--- src/rtl/bus_pkg.sv ---
// Shared types and helpers for the broadcast-bus arbiter.
package bus_pkg;

    localparam int ID_W    = 8;
    localparam int PKT_MAX = 64;
    localparam logic [ID_W-1:0] BROADCAST_ID = 8'hFF;

    typedef enum logic [1:0] {
        IDLE    = 2'd0,
        GRANT   = 2'd1,
        DELIVER = 2'd2
    } state_t;

    // Header id sits in the top ID_W bits of a pkt_w-wide packet.
    function automatic logic [ID_W-1:0] get_dest(input logic [PKT_MAX-1:0] pkt,
                                                 input int unsigned pkt_w);
        return pkt[pkt_w-1 -: ID_W];
    endfunction

endpackage

--- src/rtl/rr_picker.sv ---
// Combinational round-robin picker: first requester after last_grant, wrapping.
module rr_picker
    import bus_pkg::*;
#(
    parameter int N     = 4,
    parameter int IDX_W = (N > 1) ? $clog2(N) : 1
) (
    input  logic [N-1:0]     req,
    input  logic [IDX_W-1:0] last_grant,
    output logic             valid,
    output logic [N-1:0]     gnt,
    output logic [IDX_W-1:0] index
);

    always_comb begin
        valid = 1'b0;
        gnt   = '0;
        index = '0;
        for (int k = 1; k <= N; k++) begin
            int c;
            c = int'(last_grant) + k;
            if (c >= N) c = c - N;
            if (!valid && req[c]) begin
                valid  = 1'b1;
                gnt[c] = 1'b1;
                index  = IDX_W'(c);
            end
        end
    end

endmodule

--- src/rtl/bus_rr_arbiter.sv ---
// Round-robin bus arbiter: pop one FIFO head, decode its destination, push it out.
module bus_rr_arbiter
    import bus_pkg::*;
#(
    parameter int              DRVRS     = 4,
    parameter int              PCKG_SZ   = 16,
    parameter logic [ID_W-1:0] BROADCAST = BROADCAST_ID
) (
    input  logic                       clk,
    input  logic                       rst,
    input  logic [DRVRS-1:0]           pndng,
    input  logic [DRVRS*PCKG_SZ-1:0]   d_pop,
    output logic [DRVRS-1:0]           pop,
    output logic [DRVRS-1:0]           push,
    output logic [PCKG_SZ-1:0]         d_push,
    output logic                       busy,
    output logic                       drop_err
);

    localparam int IDX_W = (DRVRS > 1) ? $clog2(DRVRS) : 1;

    state_t              state;
    logic [PCKG_SZ-1:0]  pkt;
    logic [IDX_W-1:0]    src;
    logic [IDX_W-1:0]    last_grant;

    logic                pick_vld;
    logic [DRVRS-1:0]    pick_gnt;
    logic [IDX_W-1:0]    pick_idx;
    logic [PCKG_SZ-1:0]  head;

    logic [ID_W-1:0]     dest;
    logic [DRVRS-1:0]    mask;
    logic                bad;

    rr_picker #(.N(DRVRS), .IDX_W(IDX_W)) u_pick (
        .req        (pndng),
        .last_grant (last_grant),
        .valid      (pick_vld),
        .gnt        (pick_gnt),
        .index      (pick_idx)
    );

    always_comb begin
        head = d_pop[pick_idx*PCKG_SZ +: PCKG_SZ];
    end

    // Destination decode of the latched packet, used on the GRANT exit edge.
    always_comb begin
        dest = get_dest(PKT_MAX'(pkt), PCKG_SZ);
        mask = '0;
        bad  = 1'b0;
        if (dest == BROADCAST) begin
            mask      = '1;
            mask[src] = 1'b0;
        end else if (int'(dest) < DRVRS) begin
            mask[dest[IDX_W-1:0]] = 1'b1;
        end else begin
            bad = 1'b1;
        end
    end

    always_ff @(posedge clk or negedge rst) begin
        if (!rst) begin
            state      <= IDLE;
            pkt        <= '0;
            src        <= '0;
            last_grant <= IDX_W'(DRVRS-1);
            pop        <= '0;
            push       <= '0;
            d_push     <= '0;
            busy       <= 1'b0;
            drop_err   <= 1'b0;
        end else begin
            case (state)
                IDLE: begin
                    if (pick_vld) begin
                        pkt        <= head;
                        src        <= pick_idx;
                        last_grant <= pick_idx;
                        pop        <= pick_gnt;
                        busy       <= 1'b1;
                        state      <= GRANT;
                    end
                end
                GRANT: begin
                    pop      <= '0;
                    push     <= mask;
                    d_push   <= pkt;
                    drop_err <= bad;
                    state    <= DELIVER;
                end
                DELIVER: begin
                    push     <= '0;
                    drop_err <= 1'b0;
                    busy     <= 1'b0;
                    state    <= IDLE;
                end
                default: begin
                    pop   <= '0;
                    push  <= '0;
                    busy  <= 1'b0;
                    state <= IDLE;
                end
            endcase
        end
    end

endmodule

--- config.mk ---
export PLATFORM = sky130hd
export DESIGN_NAME = bus_rr_arbiter
export DESIGN_NICKNAME = d
export VERILOG_FILES = /design/src/rtl/bus_pkg.sv /design/src/rtl/rr_picker.sv /design/src/rtl/bus_rr_arbiter.sv
export SDC_FILE = /design/constraint.sdc
export NUM_CORES = 1
export LEC_CHECK = 0
export ABC_CLOCK_PERIOD_IN_PS = 4600
export BUFFER_PORTS_ARGS = -buffer_cell sky130_fd_sc_hd__buf_2
export CORE_MARGIN = 1.5
export CORE_UTILIZATION = 36
export CTS_CLUSTER_DIAMETER = 100
export DETAILED_ROUTE_END_ITERATION = 12
export RECOVER_POWER = 100
export SETUP_SLACK_MARGIN = 0.3
export SLEW_MARGIN = 20
export SYNTH_ARGS = -nofsm -noshare
export SYNTH_HDL_FRONTEND = slang
export SYNTH_HIERARCHICAL = 1
export SYNTH_SLANG_ARGS = --single-unit
--- constraint.sdc ---
create_clock -name clk -period 4.6 [get_ports clk]
set_input_delay 0.23 -clock clk [delete_from_list [all_inputs] [get_ports clk]]
set_output_delay 0.23 -clock clk [all_outputs]
set_load 0.02 [all_outputs]
After elaboration in Yosys (flattened, before gate mapping)
Index checks and enable logic that the tools add are counted.
{"block": "word_totals", "word_cells": 114, "output_inout_bits": 26, "register_bits": 48, "inputBits": 70}
{"block": "op_classes", "add_sub_neg": 8, "shifts": 1, "order_cmp": 17, "n_reduce_logical": 17, "eq_ne": 4, "mux": 52, "bitwise_logic": 6}
{"operator": "32-bit by 1-bit greater-or-equal comparator with 1-bit output, second input constant", "count": 4}
{"operator": "32-bit by 4-bit greater-or-equal comparator with 1-bit output, second input constant", "count": 4}
{"operator": "32-bit by 4-bit less-than comparator with 1-bit output, second input constant", "count": 4}
{"operator": "32-bit two-way mux", "count": 4}
{"operator": "32-bit by 4-bit subtractor with 32-bit output, second input constant", "count": 4}
{"operator": "64-bit by 7-bit variable part select with 16-bit output", "count": 1}
{"operator": "4-bit two-way mux", "count": 7}
{"operator": "1-bit two-way mux", "count": 21}
{"operator": "4-bit one-hot mux with 2 select lines", "count": 2}
{"operator": "1-bit demux with 2-bit select", "count": 6}
{"operator": "4-bit OR", "count": 3}
{"operator": "2-bit two-way mux", "count": 5}
{"operator": "1-bit logical AND", "count": 9}
{"operator": "1-bit binary-select mux with 2-bit select", "count": 4}
{"operator": "8-bit equality test, second input constant", "count": 1}
{"operator": "8-bit by 3-bit less-than comparator with 1-bit output, second input constant", "count": 1}
{"operator": "2-bit by 2-bit adder with 3-bit output, second input constant", "count": 2}
{"operator": "2-bit by 3-bit less-than comparator with 1-bit output, second input constant", "count": 2}
{"operator": "2-bit AND reduction", "count": 3}
{"operator": "2-bit by 3-bit adder with 4-bit output, second input constant", "count": 1}
{"operator": "2-bit by 1-bit greater-or-equal comparator with 1-bit output, second input constant", "count": 2}
{"operator": "4-bit inverter", "count": 1}
{"operator": "1-bit one-hot mux with 2 select lines", "count": 2}
{"operator": "2-bit one-hot mux with 2 select lines", "count": 1}
{"operator": "other kinds (8)", "count": 11}

Logic depth before layout (Yosys ltp)
Gate-level depths: netlist of the first run.
{"block": "depth", "depth_word": 18, "ltp_mapped": 13, "depth_no_buf": 8}

By module
The synthesis of the first run kept the hierarchy.
{"module": "bus_rr_arbiter", "cells_each": 166, "seq_area_each_um2": 1203.7, "n_inst": 1, "area_each_um2": 2408.6}
{"module": "rr_picker", "cells_each": 83, "seq_area_each_um2": 0.0, "n_inst": 1, "area_each_um2": 661.9}

Least setup slack after synthesis of the first run
No wires, ideal clock.
{"block": "synth_path", "path_type": "flip-flop to flip-flop", "startpoint": "register last_grant[0]", "endpoint": "register pkt[10]", "path_stages_with_launch": 13, "setup_ns": 0.125, "required_time_ns": 4.475, "period_less_slack_ns": 3.577, "setup_slack_ns": 1.023, "arrival_ns": 3.453, "path_buffers": 5, "path_cell_list": "dfstp_2 buf_2 buf_2 inv_1 ha_1 mux4_2 buf_2 a211oi_1 o211a_1 clkbuf_1 buf_2 mux4_2 mux2_2"}
{"block": "synth_via", "elab_chain_len": 17, "elab_cells_between_ends": 44, "classes_between": "add/sub (8); order compare (4); shift (1); mux (24); reduce/logical (7)"}
{"element": "from (decl)", "line_no": "bus_rr_arbiter.sv:25", "source": "logic [IDX_W-1:0] last_grant;"}
{"element": "from (signal assigned)", "line_no": "bus_rr_arbiter.sv:68", "source": "last_grant <= IDX_W'(DRVRS-1);"}
{"element": "from (signal assigned)", "line_no": "bus_rr_arbiter.sv:80", "source": "last_grant <= pick_idx;"}
{"element": "2-bit by 1-bit adder with 3-bit output", "line_no": "rr_picker.sv:21", "source": "c = int'(last_grant) + k;"}
{"element": "32-bit by 4-bit subtractor with 32-bit output / 32-bit by 4-bit greater-or-equal comparator with 1-bit output (equally long branches)", "line_no": "rr_picker.sv:22", "source": "if (c >= N) c = c - N;"}
{"element": "32-bit two-way mux", "line_no": "rr_picker.sv:22"}
{"element": "1-bit binary-select mux with 2-bit select", "line_no": "rr_picker.sv:23", "source": "if (!valid && req[c]) begin"}
{"element": "1-bit two-way mux (implied by the code) (2 in series)", "line_no": "rr_picker.sv:23"}
{"element": "1-bit two-way mux", "line_no": "rr_picker.sv:23"}
{"element": "1-bit zero test", "line_no": "rr_picker.sv:23"}
{"element": "1-bit logical AND", "line_no": "rr_picker.sv:23"}
{"element": "1-bit two-way mux", "line_no": "rr_picker.sv:23"}
{"element": "1-bit zero test", "line_no": "rr_picker.sv:23"}
{"element": "1-bit logical AND", "line_no": "rr_picker.sv:23"}
{"element": "1-bit two-way mux", "line_no": "rr_picker.sv:23"}
{"element": "1-bit zero test", "line_no": "rr_picker.sv:23"}
{"element": "1-bit logical AND", "line_no": "rr_picker.sv:23"}
{"element": "2-bit two-way mux (*)", "line_no": "rr_picker.sv:23"}
{"element": "named net pick_idx[1]", "line_no": "bus_rr_arbiter.sv:29", "source": "logic [IDX_W-1:0] pick_idx;"}
{"element": "64-bit by 7-bit variable part select with 16-bit output (*)", "line_no": "bus_rr_arbiter.sv:45", "source": "head = d_pop[pick_idx*PCKG_SZ +: PCKG_SZ];"}
{"element": "to (signal assigned)", "line_no": "bus_rr_arbiter.sv:66", "source": "pkt <= '0;"}
{"element": "to (signal assigned)", "line_no": "bus_rr_arbiter.sv:78", "source": "pkt <= head;"}
{"element": "to (decl)", "line_no": "bus_rr_arbiter.sv:23", "source": "logic [PCKG_SZ-1:0] pkt;"}
The timed path passes the listed nets; every way through them passes the cells marked *. The select of a mux whose other input is x is not followed.
A chain may end at the register's enable or synchronous reset.

Worst setup path after layout of the first run
{"block": "layout_path", "startpoint": "register last_grant[1]", "endpoint": "register pkt[9]"}
Same word-level chain as after synthesis.

==> summary.txt, run 1 <==
Run status
  • Status: finished with violations
  • Violated checks: capacitance limit, slew limit

Die
  • Boundary Pins: 96
  • Initial Util: 0.372
  • Die W: between 90 and 100 um
  • Die area: about 9100 um^2
  • Die Ht: approximately 95 um
  • Core area: between 8000 and 9000 um^2
  • Site row count: 33

Synthesis
  • Mapped Nets: 331
  • Flip-flop and latch count after synthesis: 48
  • Count of cell types in the netlist: 38
  • Post-synth EDFFs: 0
  • Syn Inst Count: around 250
  • Synth Warn #: 6
  • Sequential area share after synthesis: 0.392
  • Top-area cell type share of the netlist area: 0.375
  • Ys async rst share: 1.00
  • Top cells by area, synth: dfrtp_1 (37%), mux2_2 (13%), mux4_2 (9.5%), mux4_1 (6.0%), ha_1 (4.9%)
  • Ys flop type: dfrtp_1
  • Mapped Area: 3070 um^2
  • Mean Syn Cell Area: between 10 and 15 um^2
  • Cell accounting for the most synthesized area: dfrtp_1

Power
  • Comb pwr share: 0.606
  • Static leakage: roughly 1.6 nW
  • Power density cells: roughly 760 nW/um^2
  • P_sw: between 0.001 and 0.0015 W
  • Register share of total power: 0.279
  • Sw Ratio: 0.403
  • Clock share of power: 0.115
  • Worst vdd ir: between 0.0002 and 0.0003 V
  • Power Internal: between 0.0015 and 0.002 W

Worst setup path
  • Critical path type: reg2reg
  • CP Launch Type: register
  • Most common cell on crit path: mux4_2
  • CP endpoint kind: register
  • CP cell instances: inv_1 -> ha_1 -> mux4_2 -> a211oi_1 -> o211a_1 -> mux4_2 -> mux2_2
  • Crit Path Max Fanout: 17
  • Crit-path max cell delay: 0.84 ns
  • CP bufs+invs: 1
  • Critical-path top delay cell: dfstp_1
  • Worst EP required: ~4.8 ns
  • Top delay family on crit path: multiplexers
  • Worst EP arrival: around 4.2 ns

Clock network
  • Clock Tree Buf Depth: 2
  • Num Clock Sinks: 48
  • Later-pin clock latency in the skew report: slightly below 0.3 ns
  • CTS tree: built
  • H-Tree Level Count: 2
  • Post-CTS Resized: 0
  • Clock buffers created by TritonCTS: 5
  • Clock slew at reported path FFs: approximately 0.080 ns
  • CTS root buffer: clkbuf_8

Final layout
  • Layout cell share with drive strength beyond 1: 0.383
  • Total Nets Final: 420
  • Synth-to-Final Area Change: 20.4%
  • Number of diodes: 0
  • Non-Filler Instances: 444

Timing
  • Final Cycle Share: 0.873
  • Relative slew slack: -0.646
  • Crit path time final: around 4 ns
  • Max-slew violation count: approximately 50
  • Maximum clock rate: about 250 MHz
  • Hold Violations, Final: 0
  • Worst Skew: 0.00624 ns
  • RSZ-0062 raised after global routing: false
  • Slew @ Worst Pin: approximately 2.5 ns
  • Endpoints failing setup: 0
  • Setup TNS: 0 ns

Drt
  • Via count: between 2000 and 2500
  • Vias per cell: ~5.3
  • Drt drc: 0
  • First-pass iteration count of the detailed router: 4
  • Antenna Nets Post-Route: 0
  • Starting DRT DRC Count: 110
  • Post-DR wirelength/cell: about 15 um
  • WL final: ~6600 um

Global routing
  • Initial antenna violation count: 0
  • First-pass GRT wire length: 10300 um
  • GRT Overall Usage: 0.145
  • Largest net degree at the start of global routing: 49
  • GR Overflow Total: 0
  • Vias in the first global route: 2169

Min path
  • Worst hold path type: in2reg

Placed design
  • Placed insts: roughly 440
  • Buffers added on ports: 95
  • HPWL after detailed placement: around 4900 um
  • RD Place Congestion: between 0.8 and 0.9

Job
  • Maxcap violations: 1
cell usage in the layout (no fill, tap or decap), types with 2 or more instances in the layout:
cell and instances:
buf_2 68, dfrtp_1 46, mux2_2 35, clkbuf_1 27, nand2_1 24, mux4_2 13, ha_1 12, a22o_1 9
o22ai_1 9, nor2b_1 8, inv_1 7, nand2b_1 7, mux4_1 7, clkbuf_8 7, nand3_1 6, mux2i_1 6
nor2_1 5, a211oi_1 5, o21ai_1 4, o2111ai_1 3, o211ai_1 3, a21oi_1 3, buf_4 3, and4_1 2
o311ai_0 2, o21a_1 2
layout make-up:
cell class | instances | area [um^2]
multi-input cells | 177 | 1740
fillers | 789 | 4560
inverters | 7 | 26.3
well taps | 105 | 131
clock buffers | 7 | 96.3
clock inverters | 1 | 30.0
repair buffers | 99 | 474
flip-flops and latches | 48 | 1200
stage by stage:
stage	hold slack, ns	util	setup slack, ns	area, um^2	total power [W]
final	0.364	0.448	0.585	3700	0.00282
after global routing	0.372	0.448	0.373	3700	0.00305
after CTS	0.139	0.451	0.781	3720	0.00288
after detailed placement	0.471	0.435	0.822	3590	0.00254
after floorplan	-0.0656	-	1.02	3070	0.00220
after global placement	0.472	0.435	0.928	3590	0.00251
repair_timing:
action	CTS	global route
hold endpoints to repair	0	46
setup buffers	0	0
hold buffers	0	1
cell usage after synthesis, types with 3 or more instances:
cell type	count
a211oi_1	5
a21oi_1	3
a22o_1	9
buf_2	7
buf_6	3
clkbuf_1	6
dfrtp_1	46
ha_1	12
inv_1	7
mux2_2	35
mux2i_1	6
mux4_1	7
mux4_2	13
nand2_1	24
nand2b_1	7
nand3_1	6
nor2_1	5
nor2b_1	8
o2111ai_1	3
o211ai_1	3
o21ai_1	4
o22ai_1	10
metal layers:
layer	share of wire	vias up	track usage
li1	-	1138	-
met1	0.44	1116	0.197
met2	0.49	72	0.232
met3	0.058	5	0.0295
met4	0.0081	0	0.0423
met5	0	-	0
worst register-to-register path, delay by kind of cell, from the launching register on:
family,cells,cell delay (ns)
AOI/OAI and AO/OA,2,0.82
adders and majority gates,1,0.61
buffers and inverters,1,0.23
DFF,1,0.84
muxes,3,1.39
power by group through the flow:
stage                     clock network, W  logic, W  registers [W]
after floorplan                          0   0.00134       0.000865
after global placement                   0   0.00171       0.000792
after detailed placement                 0   0.00175       0.000792
after CTS                         0.000335   0.00176       0.000786
after global routing              0.000348   0.00189       0.000819
final                             0.000323   0.00171       0.000786
sequential cells by signal, indices dropped and copies added (netlist names):
| signal | cells |
|---|---|
| d_push | 16 |
| drop_err | 1 |
| state | 2 |
| src | 2 |
| pkt | 16 |
| push | 4 |
| busy | 1 |
| last_grant | 2 |
| pop | 4 |
kinds of logic after synthesis:
| family | Yosys count | synth area share |
|---|---|---|
| mux | 61 | 0.303 |
| buf+inv | 24 | 0.0448 |
| compound gates | 45 | 0.107 |
| flops | 48 | 0.392 |
| simple gates | 59 | 0.104 |
| fa+ha+maj | 12 | 0.0489 |
path summary, 6_finish.rpt:
check	from	end	slack, ns	cells past startpoint
worst max-delay path	last_grant[1]	pkt[9]	0.59	7
worst min-delay path	d_pop[51]	pkt[3]	0.36	3
worst max register to register	last_grant[1]	pkt[9]	0.59	7
worst min register to register	push[3]	push[3]	0.50	2
max in group asynchronous	rst	d_push[7]	1.97	2
min in group asynchronous	rst	d_push[10]	1.23	2
Power figures use the tool's default switching activity.
==> inputs of run 2 (changes only) <==
--- a/config.mk
+++ b/config.mk
@@ -6,4 +6,5 @@
 export NUM_CORES = 1
 export LEC_CHECK = 0
+export ABC_AREA = 1
 export ABC_CLOCK_PERIOD_IN_PS = 4600
 export BUFFER_PORTS_ARGS = -buffer_cell sky130_fd_sc_hd__buf_2
==> constraint.sdc (replaced) <==
create_clock -name clk -period 4.6 [get_ports clk]
set_input_delay 0.69 -clock clk [delete_from_list [all_inputs] [get_ports clk]]
set_output_delay 0.69 -clock clk [all_outputs]
set_load 0.02 [all_outputs]
==> run 2 against run 1 <==
Compared with the run above: the flow still finishes with violations (capacitance limit, slew limit); combinational power up 32%; worst hold slack better by 0.12 ns; worst setup slack better by 0.25 ns; clock-buffer cell count down 1; power up 18%; area after synthesis up 2.3%; sequential share of layout area up 0.66 points.
==> summary.txt, run 2 <==
Timing
  • Crit path time final: 3.77 ns
  • Worst Skew: a little under 0.008 ns
  • Final Cycle Share: 0.819
  • RSZ-0062 raised after global routing: false
  • Max-slew violation count: ~50
  • Hold Slack: around 0.49 ns
  • Maximum clock rate: between 200 and 300 MHz
  • Endpoints failing setup: 0
  • Relative slew slack: -0.738
  • Slew @ Worst Pin: ~2.6 ns
  • Hold Violations, Final: 0
  • Setup TNS: 0 ns

Synthesis
  • Ys async rst share: 1.00
  • Cell accounting for the most synthesized area: dfrtp_1
  • Commonest cells in the synthesized netlist: nor2_1 (88), nand2_1 (87), dfrtp_1 (46)
  • Most frequent cell after synthesis: nor2_1
  • Syn Inst Count: about 430
  • Top cells by area, synth: dfrtp_1 (37%), nor2_1 (11%), nand2_1 (10%), o21ai_1 (6.4%), ha_1 (4.8%)
  • Post-synth EDFFs: 0
  • Mapped Nets: between 500 and 600
  • Flip-flop and latch count after synthesis: 48
  • Top-area cell type share of the netlist area: 0.367
  • Count of cell types in the netlist: 26
  • Synth Warn #: 6
  • Mapped Area: about 3100 um^2
  • Mean Syn Cell Area: 7.29 um^2
  • Ys flop type: dfrtp_1
  • Sequential area share after synthesis: 0.383

Die
  • Core area: 8340 um^2
  • Die W: 96.4 um
  • Die Ht: slightly below 100 um
  • Die area: between 9000 and 10000 um^2
  • Initial Util: 0.377
  • Boundary Pins: 96
  • Site row count: 33

Run status
  • Violated checks: capacitance limit, slew limit
  • Status: finished with violations

Placed design
  • HPWL after detailed placement: approximately 5800 um
  • Placed Area: between 3000 and 4000 um^2
  • Buffers added on ports: 95
  • RD Place Congestion: around 0.86

Final layout
  • Synth-to-Final Area Change: 15.4%
  • Final cell area excluding filler cells: between 3000 and 4000 um^2
  • Number of diodes: 0
  • Commonest non-fill, non-tap cells in the layout: nor2_1 (91), nand2_1 (88), buf_2 (69)
  • Layout cell share with drive strength beyond 1: 0.186
  • Largest registers: d_push: 16 flops, pkt: 16 flops
  • Total Nets Final: 598
  • Utilization after layout: 0.434
  • Commonest non-fill, non-tap cell in the layout: nor2_1

Worst setup path
  • Critical path type: reg2reg
  • CP endpoint kind: register
  • CP cell instances: inv_1 -> ha_1 -> inv_1 -> nand3_2 -> nand2_4 -> nor2_1 -> nand3_1 -> nand3_1 -> inv_4 -> nor2_1 -> o21ai_0 -> nand2_1 -> nand2_1 -> o21ai_2
  • Top delay family on crit path: simple AND/OR/NAND/NOR gates
  • Flop2flop setup slack: ~0.83 ns
  • Crit Path Max Fanout: 18
  • CP bufs+invs: 3
  • Worst EP required: 4.81 ns
  • CP Launch Type: register
  • Worst EP arrival: 3.97 ns
  • Critical-path top delay cell: dfstp_2
  • Crit-path max cell delay: 0.64 ns

Clock network
  • Clock buffers created by TritonCTS: 5
  • Post-CTS Resized: 0
  • Hold Buf Count CTS: 0
  • Later-pin clock latency in the skew report: between 0.2 and 0.3 ns
  • CTS root buffer: clkbuf_8
  • Clock Tree Buf Depth: 2
  • Num Clock Sinks: 48
  • H-Tree Level Count: 2
  • Post-CTS Setup Bufs: 0
  • CTS tree: built
  • Clock slew at reported path FFs: approximately 0.09 ns

Drt
  • Drt drc: 0
  • Starting DRT DRC Count: about 170
  • WL final: 7720 um
  • Via count: 2943
  • Vias per cell: 4.73
  • Antenna Nets Post-Route: 0
  • First-pass iteration count of the detailed router: 4
  • Post-DR wirelength/cell: 12.4 um

Global routing
  • Vias in the first global route: 2681
  • GR Overflow Total: 0
  • GR peak layer: met2
  • Initial antenna violation count: 0
  • M2 GR Usage: 0.273
  • Met3 usage: 0.0438
  • GRT Overall Usage: 0.173
  • Largest net degree at the start of global routing: 49
  • First-pass GRT wire length: roughly 13000 um
  • Met1 usage: 0.241

Job
  • Maxcap violations: 1

Power
  • Power Internal: between 0.0015 and 0.002 W
  • Clock share of power: 0.095
  • Static leakage: 1.85 nW
  • Sw Ratio: 0.538
  • Comb pwr share: 0.676
  • Register share of total power: 0.229
  • Power density cells: between 900 and 1000 nW/um^2
  • P_sw: 0.00179 W
  • Power Total: ~0.0033 W
  • Worst vdd ir: between 0.0003 and 0.0004 V

Min path
  • Worst hold path type: reg2reg
run 2: stage by stage:
step | std cells | setup WS, ns
after global placement | 614 | 1.30
after floorplan | 431 | 2.14
final | 622 | 0.834
after detailed placement | 614 | 1.23
after CTS | 622 | 1.20
after global routing | 622 | 0.506
run 2: worst paths after layout:
path                                from       to  cells after the start
max reg2reg                last_grant[1]   pkt[9]                     14
min reg2reg                      push[2]  push[2]                      2
max in group asynchronous            rst   src[1]                      2
min                              push[2]  push[2]                      2
max                        last_grant[1]   pkt[9]                     14
min in group asynchronous            rst   pop[3]                      2
run 2: area by class of cell:
class | instances | area [um^2]
Clock inverter | 2 | 38.8
Tap cell | 105 | 131
Clock buffer | 6 | 82.6
Multi-Input combinational cell | 324 | 1550
Sequential cell | 48 | 1200
Inverter | 39 | 156
Fill cell | 925 | 4720
Timing Repair Buffer | 98 | 458
run 2: routing by layer:
layer	vias up	wire length [um]
met3	8	585
met2	104	3350
met1	1275	3710
met5	-	0
li1	1556	-
met4	0	76
run 2: logic make-up after synthesis:
logic type	Yosys count	synth area share
AO/OA/AOI/OAI	90	0.159
adder cells (fa/ha/maj)	12	0.0478
buffers and inverters	59	0.109
flip-flops	48	0.383
AND/OR/NAND/NOR	222	0.301
run 2: power by group through the flow:
stage          Combinational [W]  Sequential, W  Clock, W
5_1_grt                  0.00259       0.000791  0.000342
6_report                 0.00225       0.000761  0.000317
3_5_place_dp             0.00239       0.000764         0
4_1_cts                  0.00239       0.000759  0.000326
2_1_floorplan            0.00204       0.000851         0
3_3_place_gp             0.00237       0.000764         0
run 2: tightest hold or removal path, cell delays in order (launching register included):
cell,delay (ns)
dfrtp_1,0.35
nand2_1,0.06
nand2_1,0.05
